<file path="config.mk">
export PLATFORM = sky130hd
export DESIGN_NAME = div_sched
export DESIGN_NICKNAME = d
export VERILOG_FILES = /design/src/rtl/div_sched_pkg.sv /design/src/rtl/sng_lfsr.sv /design/src/rtl/div_sched.sv
export SDC_FILE = /design/constraint.sdc
export NUM_CORES = 1
export LEC_CHECK = 0
export CAP_MARGIN = 25
export CORE_AREA = 10 10 147 95
export DETAILED_ROUTE_END_ITERATION = 12
export DIE_AREA = 0 0 157 105
export PLACE_DENSITY_LB_ADDON = 0.2
export SETUP_SLACK_MARGIN = 0.1
export SKIP_CTS_REPAIR_TIMING = 1
export SLEW_MARGIN = 20
export SYNTH_ARGS = -nofsm -noshare
export SYNTH_HDL_FRONTEND = slang
export SYNTH_SLANG_ARGS = --single-unit
export TNS_END_PERCENT = 30
</file>
<file path="constraint.sdc">
create_clock -name clk -period 4.3 [get_ports clk]
set_clock_uncertainty 0.1 [all_clocks]
set_input_delay 0.645 -clock clk [delete_from_list [all_inputs] [get_ports clk]]
set_output_delay 0.645 -clock clk [all_outputs]
set_load 0.01 [all_outputs]
</file>
<file path="src/rtl/div_sched_pkg.sv">
// Shared types and constants for the stochastic divider job controller.
package div_sched_pkg;

    typedef enum logic [1:0] {
        ST_IDLE,
        ST_WARM,
        ST_RUN,
        ST_DONE
    } state_t;

    localparam int LFSR_W = 6;

    // Seeds sit roughly a third of the period apart on the same m-sequence,
    // which keeps the A, B and C streams decorrelated.
    localparam logic [LFSR_W-1:0] SEED_A   = 6'd1;
    localparam logic [LFSR_W-1:0] SEED_B   = 6'd58;
    localparam logic [LFSR_W-1:0] SEED_C   = 6'd59;

    // x^6 + x^5 + 1
    localparam logic [LFSR_W-1:0] TAP_MASK = 6'b110000;

    localparam logic [LFSR_W-1:0] CNT_INIT = LFSR_W'(1) << (LFSR_W - 1);

endpackage

</file>
<file path="src/rtl/sng_lfsr.sv">
// Stochastic number generator: Fibonacci LFSR plus a comparator against a
// probability numerator.
module sng_lfsr #(
    parameter int               WIDTH = 6,
    parameter logic [WIDTH-1:0] SEED  = WIDTH'(1),
    parameter logic [WIDTH-1:0] TAPS  = WIDTH'(0)
) (
    input  logic             clk,
    input  logic             rst,
    input  logic             i_load,
    input  logic             i_en,
    input  logic [WIDTH-1:0] i_prob,
    output logic [WIDTH-1:0] o_rand,
    output logic             o_bit
);

    logic [WIDTH-1:0] r_state;
    logic             w_fb;

    assign w_fb   = ^(r_state & TAPS);
    assign o_rand = r_state;
    assign o_bit  = (r_state < i_prob);

    always_ff @(posedge clk) begin
        if (rst || i_load) begin
            r_state <= SEED;
        end else if (i_en) begin
            r_state <= {r_state[WIDTH-2:0], w_fb};
        end
    end

endmodule

</file>
<file path="src/rtl/div_sched.sv">
// Job controller for the stochastic divider: warm-up, measured run and a
// valid/ready result handshake around a saturating-counter divider.
module div_sched
    import div_sched_pkg::*;
#(
    parameter int WIDTH  = 6,
    parameter int LEN_W  = 10,
    parameter int WARMUP = 16
) (
    input  logic             clk,
    input  logic             rst,
    input  logic             in_valid,
    output logic             in_ready,
    input  logic [WIDTH-1:0] dividend_prob,
    input  logic [WIDTH-1:0] divisor_prob,
    input  logic [LEN_W-1:0] stream_len,
    output logic             out_valid,
    input  logic             out_ready,
    output logic [LEN_W-1:0] quotient_cnt,
    output logic             busy
);

    localparam int WARM_W = (WARMUP > 1) ? $clog2(WARMUP) : 1;
    localparam int PH_W   = (LEN_W > WARM_W) ? LEN_W : WARM_W;

    state_t           r_state, w_next;
    logic [WIDTH-1:0] r_dvd_prob, r_dvs_prob, r_cnt, w_cnt_next;
    logic [WIDTH-1:0] w_c_rand, w_a_rand_unused, w_b_rand_unused;
    logic [LEN_W-1:0] r_len, r_qcnt;
    logic [PH_W-1:0]  r_left;
    logic             w_accept, w_en, w_a_bit, w_b_bit, w_q_bit, w_dec;
    logic             w_c_bit_unused;

    assign w_accept     = in_valid && (r_state == ST_IDLE);
    assign w_en         = (r_state == ST_WARM) || (r_state == ST_RUN);
    assign w_q_bit      = (r_cnt >= w_c_rand);
    assign w_dec        = w_q_bit && w_b_bit;
    assign quotient_cnt = r_qcnt;

    sng_lfsr #(.WIDTH(WIDTH), .SEED(WIDTH'(SEED_A)), .TAPS(WIDTH'(TAP_MASK))) u_lfsr_a (
        .clk(clk), .rst(rst), .i_load(w_accept), .i_en(w_en),
        .i_prob(r_dvd_prob), .o_rand(w_a_rand_unused), .o_bit(w_a_bit)
    );

    sng_lfsr #(.WIDTH(WIDTH), .SEED(WIDTH'(SEED_B)), .TAPS(WIDTH'(TAP_MASK))) u_lfsr_b (
        .clk(clk), .rst(rst), .i_load(w_accept), .i_en(w_en),
        .i_prob(r_dvs_prob), .o_rand(w_b_rand_unused), .o_bit(w_b_bit)
    );

    sng_lfsr #(.WIDTH(WIDTH), .SEED(WIDTH'(SEED_C)), .TAPS(WIDTH'(TAP_MASK))) u_lfsr_c (
        .clk(clk), .rst(rst), .i_load(w_accept), .i_en(w_en),
        .i_prob('0), .o_rand(w_c_rand), .o_bit(w_c_bit_unused)
    );

    always_ff @(posedge clk) begin
        if (rst) begin
            r_state <= ST_IDLE;
        end else begin
            r_state <= w_next;
        end
    end

    // A zero-length phase is skipped entirely rather than spending a cycle in it.
    always_comb begin
        w_next    = r_state;
        in_ready  = 1'b0;
        out_valid = 1'b0;
        busy      = 1'b0;
        case (r_state)
            ST_IDLE: begin
                in_ready = 1'b1;
                if (in_valid) begin
                    if (WARMUP > 0)              w_next = ST_WARM;
                    else if (stream_len == '0)   w_next = ST_DONE;
                    else                         w_next = ST_RUN;
                end
            end
            ST_WARM: begin
                busy = 1'b1;
                if (r_left == '0) begin
                    w_next = (r_len == '0) ? ST_DONE : ST_RUN;
                end
            end
            ST_RUN: begin
                busy = 1'b1;
                if (r_left == '0) w_next = ST_DONE;
            end
            ST_DONE: begin
                out_valid = 1'b1;
                if (out_ready) w_next = ST_IDLE;
            end
            default: w_next = ST_IDLE;
        endcase
    end

    // Saturating up/down counter; simultaneous inc and dec cancel.
    always_comb begin
        w_cnt_next = r_cnt;
        if (w_a_bit && !w_dec && (r_cnt != '1)) begin
            w_cnt_next = r_cnt + WIDTH'(1);
        end else if (w_dec && !w_a_bit && (r_cnt != '0)) begin
            w_cnt_next = r_cnt - WIDTH'(1);
        end
    end

    always_ff @(posedge clk) begin
        if (w_accept) begin
            r_dvd_prob <= dividend_prob;
            r_dvs_prob <= divisor_prob;
            r_len      <= stream_len;
        end
    end

    always_ff @(posedge clk) begin
        if (rst) begin
            r_cnt  <= WIDTH'(CNT_INIT);
            r_qcnt <= '0;
            r_left <= '0;
        end else if (w_accept) begin
            r_cnt  <= WIDTH'(CNT_INIT);
            r_qcnt <= '0;
            if (WARMUP > 0) r_left <= PH_W'(WARMUP - 1);
            else            r_left <= PH_W'(stream_len - LEN_W'(1));
        end else if (r_state == ST_WARM) begin
            r_cnt  <= w_cnt_next;
            r_left <= (r_left == '0) ? PH_W'(r_len - LEN_W'(1)) : r_left - PH_W'(1);
        end else if (r_state == ST_RUN) begin
            r_cnt  <= w_cnt_next;
            r_qcnt <= r_qcnt + LEN_W'(w_q_bit);
            r_left <= r_left - PH_W'(1);
        end
    end

endmodule

</file>
### Word-level counts from Yosys, hierarchy flattened

Cells that the tools add are included.

| cells by class | value |
|---|---|
| add/subtract/negate cells | 5 |
| magnitude comparators | 3 |
| equality and inequality tests | 8 |
| mux-type cells | 17 |
| bitwise operators | 1 |
| reduce and logical (&&, ||, !) cells | 23 |

Operators by type and width:

| kind | count |
|---|---|
| two-way mux 10 bit | 3 |
| two-way mux 6 bit | 4 |
| logical NOT 10 bit | 2 |
| subtractor 10 x 1 -> 10 bit (second input constant) | 2 |
| parity 6 bit | 3 |
| less-than comparator 6 bit | 2 |
| adder 10 x 1 -> 10 bit | 1 |
| two-way mux 2 bit | 4 |
| case mux 2 bit (4 select lines) | 1 |
| adder 6 x 1 -> 6 bit (second input constant) | 1 |
| >= comparator 6 bit | 1 |
| logical AND 1 bit | 6 |
| != test 6 bit (second input constant) | 1 |
| nonzero test 6 bit | 1 |
| subtractor 6 x 1 -> 6 bit (second input constant) | 1 |
| == test 2 bit (second input constant) | 2 |
| two-way mux 1 bit | 4 |
| two-way mux 4 bit | 1 |
| != test 2 x 1 -> 1 bit (second input constant) | 2 |
| != test 2 bit (second input constant) | 2 |
| AND reduction 4 bit | 1 |
| OR reduction 2 bit | 2 |
| nonzero test 3 bit | 1 |
| == test 2 x 1 -> 1 bit (second input constant) | 1 |
| 6 further kinds | 8 |

| word-level totals | value |
|---|---|
| bits in registers | 68 |
| bits of input ports | 26 |
| output and inout bits | 13 |
| word-level logic and storage cells | 68 |

### Longest topological paths before layout

| depth | value |
|---|---|
| depth in word-level cells | 8 |
| gate-level depth with buffers | 14 |
| gate-level depth less buffers | 14 |

### Hierarchy

Synthesis repeated with hierarchy kept, for this count alone.

| second synthesis, totals | value |
|---|---|
| cells, all modules | 379 |
| area total of the unflattened synthesis | 3662.3 um^2 |

By module, submodules not included:

| module | times used | cells an instance | area each (um^2) | sequential area each (um^2) |
|---|---|---|---|---|
| div_sched | 1 | 263 | 2608.8 | 1221.2 |
| sng_lfsr (u_lfsr_a) | 1 | 40 | 352.8 | 120.1 |
| sng_lfsr (u_lfsr_b) | 1 | 38 | 352.8 | 120.1 |
| sng_lfsr (u_lfsr_c) | 1 | 38 | 347.8 | 120.1 |

### Worst setup path before layout

OpenSTA, ideal clock, no wires.

| timing | value |
|---|---|
| path kind | flip-flop to flip-flop |
| from | register r_cnt[0] |
| to | register r_cnt[5] |
| setup time | 72 ps |
| data arrival time | 2941 ps |
| data required time | 4128 ps |
| path slack | 1188 ps |
| cell stages (with the launch flop) | 15 |
| buffers on the path | 0 |
| clock period less this slack | 3112 ps |
| cells stage by stage | dfxtp_1 -> inv_1 -> ha_1 -> nand2b_1 -> a21oi_1 -> o21ai_0 -> a211oi_1 -> inv_1 -> ha_1 -> a211oi_1 -> o21bai_1 -> a21oi_1 -> nor2b_1 -> a22oi_1 -> mux2i_1 |

| between the ends | value |
|---|---|
| word-level cells in the longest chain between the ends | 8 |
| elaborated cells between the ends (all ways) | 15 |
| those cells by class | 2 x add/sub; 1 x order compare; 1 x eq/ne; 4 x mux; 7 x reduce/logical |

Ends and longest elaborated chain:

| element | RTL line | text |
|---|---|---|
| from (decl) | div_sched.sv:27 | `logic [WIDTH-1:0] r_dvd_prob, r_dvs_prob, r_cnt, w_cnt_next;` |
| from (signal assigned) | div_sched.sv:116 | `r_cnt <= WIDTH'(CNT_INIT);` |
| from (signal assigned) | div_sched.sv:120 | `r_cnt <= WIDTH'(CNT_INIT);` |
| from (signal assigned) | div_sched.sv:125 | `r_cnt <= w_cnt_next;` |
| >= comparator 6 bit | div_sched.sv:36 | `assign w_q_bit = (r_cnt >= w_c_rand);` |
| logical AND 1 bit | div_sched.sv:37 | `assign w_dec = w_q_bit && w_b_bit;` |
| logical AND 1 bit / logical NOT 1 bit (equally long branches) | div_sched.sv:101, div_sched.sv:99 |  |
| logical AND 1 bit (on tied branches) | div_sched.sv:101, div_sched.sv:99 |  |
| two-way mux 6 bit / logical AND 1 bit (equally long branches) | div_sched.sv:101, div_sched.sv:99 |  |
| two-way mux 6 bit (*) | div_sched.sv:99 | `if (w_a_bit && !w_dec && (r_cnt != '1)) begin` |
| two-way mux 6 bit | div_sched.sv:127 | `end else if (r_state == ST_RUN) begin` |
| two-way mux 6 bit (*) | div_sched.sv:124 | `end else if (r_state == ST_WARM) begin` |

Mark *: on every way between the ends. The rest lies on a longest branch, timed or not. The select of a mux whose other input is x is not followed.
A chain may end at the register's enable or synchronous reset.

### Worst setup path after layout

Same ends and word-level chain as after synthesis.

==> flow_summary.yaml <==
grt:
  grt_overflow: 0
  antenna_found_initial: 0
  grt_max_degree: 46
  grt_pass1_vias: 2629
  grt_use_total_pct: 9.62
  grt_pass1_wl_um: 12800
placement:
  gp_congestion: 0.796
  port_buffers: 38
  postPlaceCellArea_um2: 4060
  place_ws_ns: 0.705
  hpwl_um: 5640
timing:
  slew_headroom_pct: 59.5
  tightest_slew_ns: 0.605
  hold_viol_final: 0
  finalSetupTns_ns: 0
  hold_slack_ns: 0.391
  layout_min_cycle_time_ns: 3.63
  rsz0062_at_grt: "no"
  setup_viol: 0
  max_freq_mhz: 276
  fin_ws_ns: 0.671
  finalCritPeriodShare_pct: 84.4
  slew_viol_final: 0
power:
  ir_worst_vdd_v: 0.000246
  p_leak_nw: 1.78
  finalPower_mw: 2.78
  p_per_area_nw_per_um2: 639
synthesis:
  synthFlopType: "dfxtp_1"
  async_reset_ff_share_pct: 0
  synthesis.area_um2: 3510
  syn_inst: 360
  ys_ff_latch: 68
  synth_nets: 416
  avgSynthCellArea_um2: 9.74
  synth_edf_count: 22
  yosys_warnings: 0
  ys_types: 43
  yosysSeqAreaShare_pct: 45.1
setup_path:
  worst_setup_path_start_kind: "flop"
  worstPathArrival_ns: 3.80
  required_ns: 4.47
  worst-path-max-fanout: 7
  crit_type: "reg -> reg"
  worstSetupEndpointType: "flop"
layout:
  final-seq-area_um2: 1580
  drive_gt1_share_pct: 6.16
  fillers: 1079
  multi_input_area_um2: 1780
  stdcell_area_um2: 4350
  nNetsFinal: 457
  antenna-diode-count: 0
  syn_to_final_growth_pct: 24.1
floorplanning:
  die_h_um: 105
  die_w_um: 157
  core-area_um2: 11100
  start_util_pct: 31.5
  fp-row-count: 30
  dieArea_um2: 16500
  ios: 39
clocking:
  cts_buffers: 9
  cts.clk_slew.worst_paths_ns: 0.06
  cts_tree: "yes"
  insertion_delay_ns: 0.34
  root_buffer: "clkbuf_16"
  clock_sinks: 68
  htree_levels: 3
  cts_max_path_buffers: 2
drt:
  vias_per_cell: 4.75
  wirelength_um: 7430
  drt_iter0_markers: 105
  via_count: 2613
  wl_per_cell_um: 13.5
  drt-pass1-iter-count: 4
  drc_errors: 0
  drtAntennaViolNets: 0
job:
  maxCapViolCount: 0
min_path:
  hp-class: "reg -> reg"
status:
  status: "finished clean"
==> cell usage after synthesis (2+ instances only) <==
library cell / n / area (um2)
o31ai_1: 2 / 15.0
a211oi_1: 5 / 37.5
edfxtp_1: 22 / 661
clkbuf_1: 12 / 45.0
nor2_1: 30 / 113
nor3b_1: 2 / 15.0
a21oi_1: 15 / 75.1
nand4_1: 8 / 50.1
a31oi_1: 2 / 12.5
o21a_1: 5 / 37.5
nor2b_1: 2 / 12.5
nand3_1: 3 / 15.0
xnor2_1: 10 / 87.6
mux2i_1: 22 / 220
or3_1: 5 / 31.3
and3_1: 2 / 12.5
a22oi_1: 3 / 22.5
nor4_1: 5 / 31.3
nor3_1: 4 / 20.0
a211o_1: 4 / 35.0
dfxtp_1: 46 / 921
or4_4: 2 / 22.5
a21o_1: 2 / 15.0
inv_1: 27 / 101
nand2b_1: 5 / 31.3
ha_1: 29 / 363
xor2_1: 11 / 96.3
nand2_1: 39 / 146
and2_1: 2 / 12.5
o211ai_1: 6 / 45.0
o21ai_0: 16 / 80.1
==> logic make-up after synthesis <==
family / Yosys count / synth area share, %
compound gates: 64 / 11.8
mux: 23 / 6.60
flops: 68 / 45.1
simple gates: 114 / 16.1
fa+ha+maj: 30 / 10.9
xor+xnor: 21 / 5.24
buf+inv: 40 / 4.28
==> sequential cells by signal (all words and copies together), names as in the netlist <==
register,flops
quotient_cnt,10
r_cnt,6
r_dvd_prob,6
r_dvs_prob,6
r_left,10
r_len,10
r_state,2
u_lfsr_a.o_rand,6
u_lfsr_b.o_rand,6
u_lfsr_c.o_rand,6
==> worst max-delay path: stages, from the launching register on <==
cell	delay, ns
dfxtp_1	0.48
inv_1	0.10
ha_1	0.29
nand2b_1	0.13
a21oi_1	0.16
o21ai_0	0.16
a211oi_1	0.44
inv_1	0.22
ha_1	0.36
a211oi_1	0.32
o21bai_1	0.12
a21oi_1	0.20
nor2b_1	0.07
a22oi_1	0.23
mux2i_1	0.19
==> per-stage QoR <==
stage                     std cells  util (%)
final                           550      39.0
after global placement          533      36.3
after detailed placement        534      36.5
after floorplan                 360         -
after CTS                       550      39.0
after global routing            550      39.0
==> layout by cell type (no fill, tap or decap), types with 11 or more instances in the layout <==
cell	n
a21oi_1	15
clkdlybuf4s50_1	38
dfxtp_1	46
edfxtp_1	22
ha_1	29
inv_1	27
mux2i_1	22
nand2_1	39
nor2_1	30
o21ai_0	16
xor2_1	11
==> metal layers <==
layer  global-route usage [%]  vias up  routed length (um)
met2                     12.1       74                2680
met5                        0        -                   0
met1                     13.7     1177                4000
met3                     4.50        7                 659
met4                     3.22        0                  83
li1                         -     1355                   -
==> layout make-up <==
type                    instances  share of cell area (%)
clock buffers                  11                    5.84
clock inverters                 5                   0.805
inverters                      27                    2.33
multi-input cells             252                    40.8
flip-flops and latches         68                    36.3
well taps                     144                    4.14
repair buffers                 43                    9.77
==> final timing paths <==
| path | cells past startpoint | to | startpoint | slack, ns |
|---|---|---|---|---|
| hold / removal | 2 | r_left[4] | r_left[4] | 0.39 |
| hold reg to reg | 2 | r_left[4] | r_left[4] | 0.39 |
| setup reg to reg | 14 | r_cnt[5] | r_cnt[0] | 0.67 |
| setup / recovery | 14 | r_cnt[5] | r_cnt[0] | 0.67 |
==> power by group <==
part           internal [mW]  switching [mW]  total [mW]
clock                  0.425           0.278       0.703
sequential             0.840           0.149       0.989
combinational          0.486           0.605        1.09
total                   1.75            1.03        2.78
Note: power is estimated with default switching activity, not from simulation.
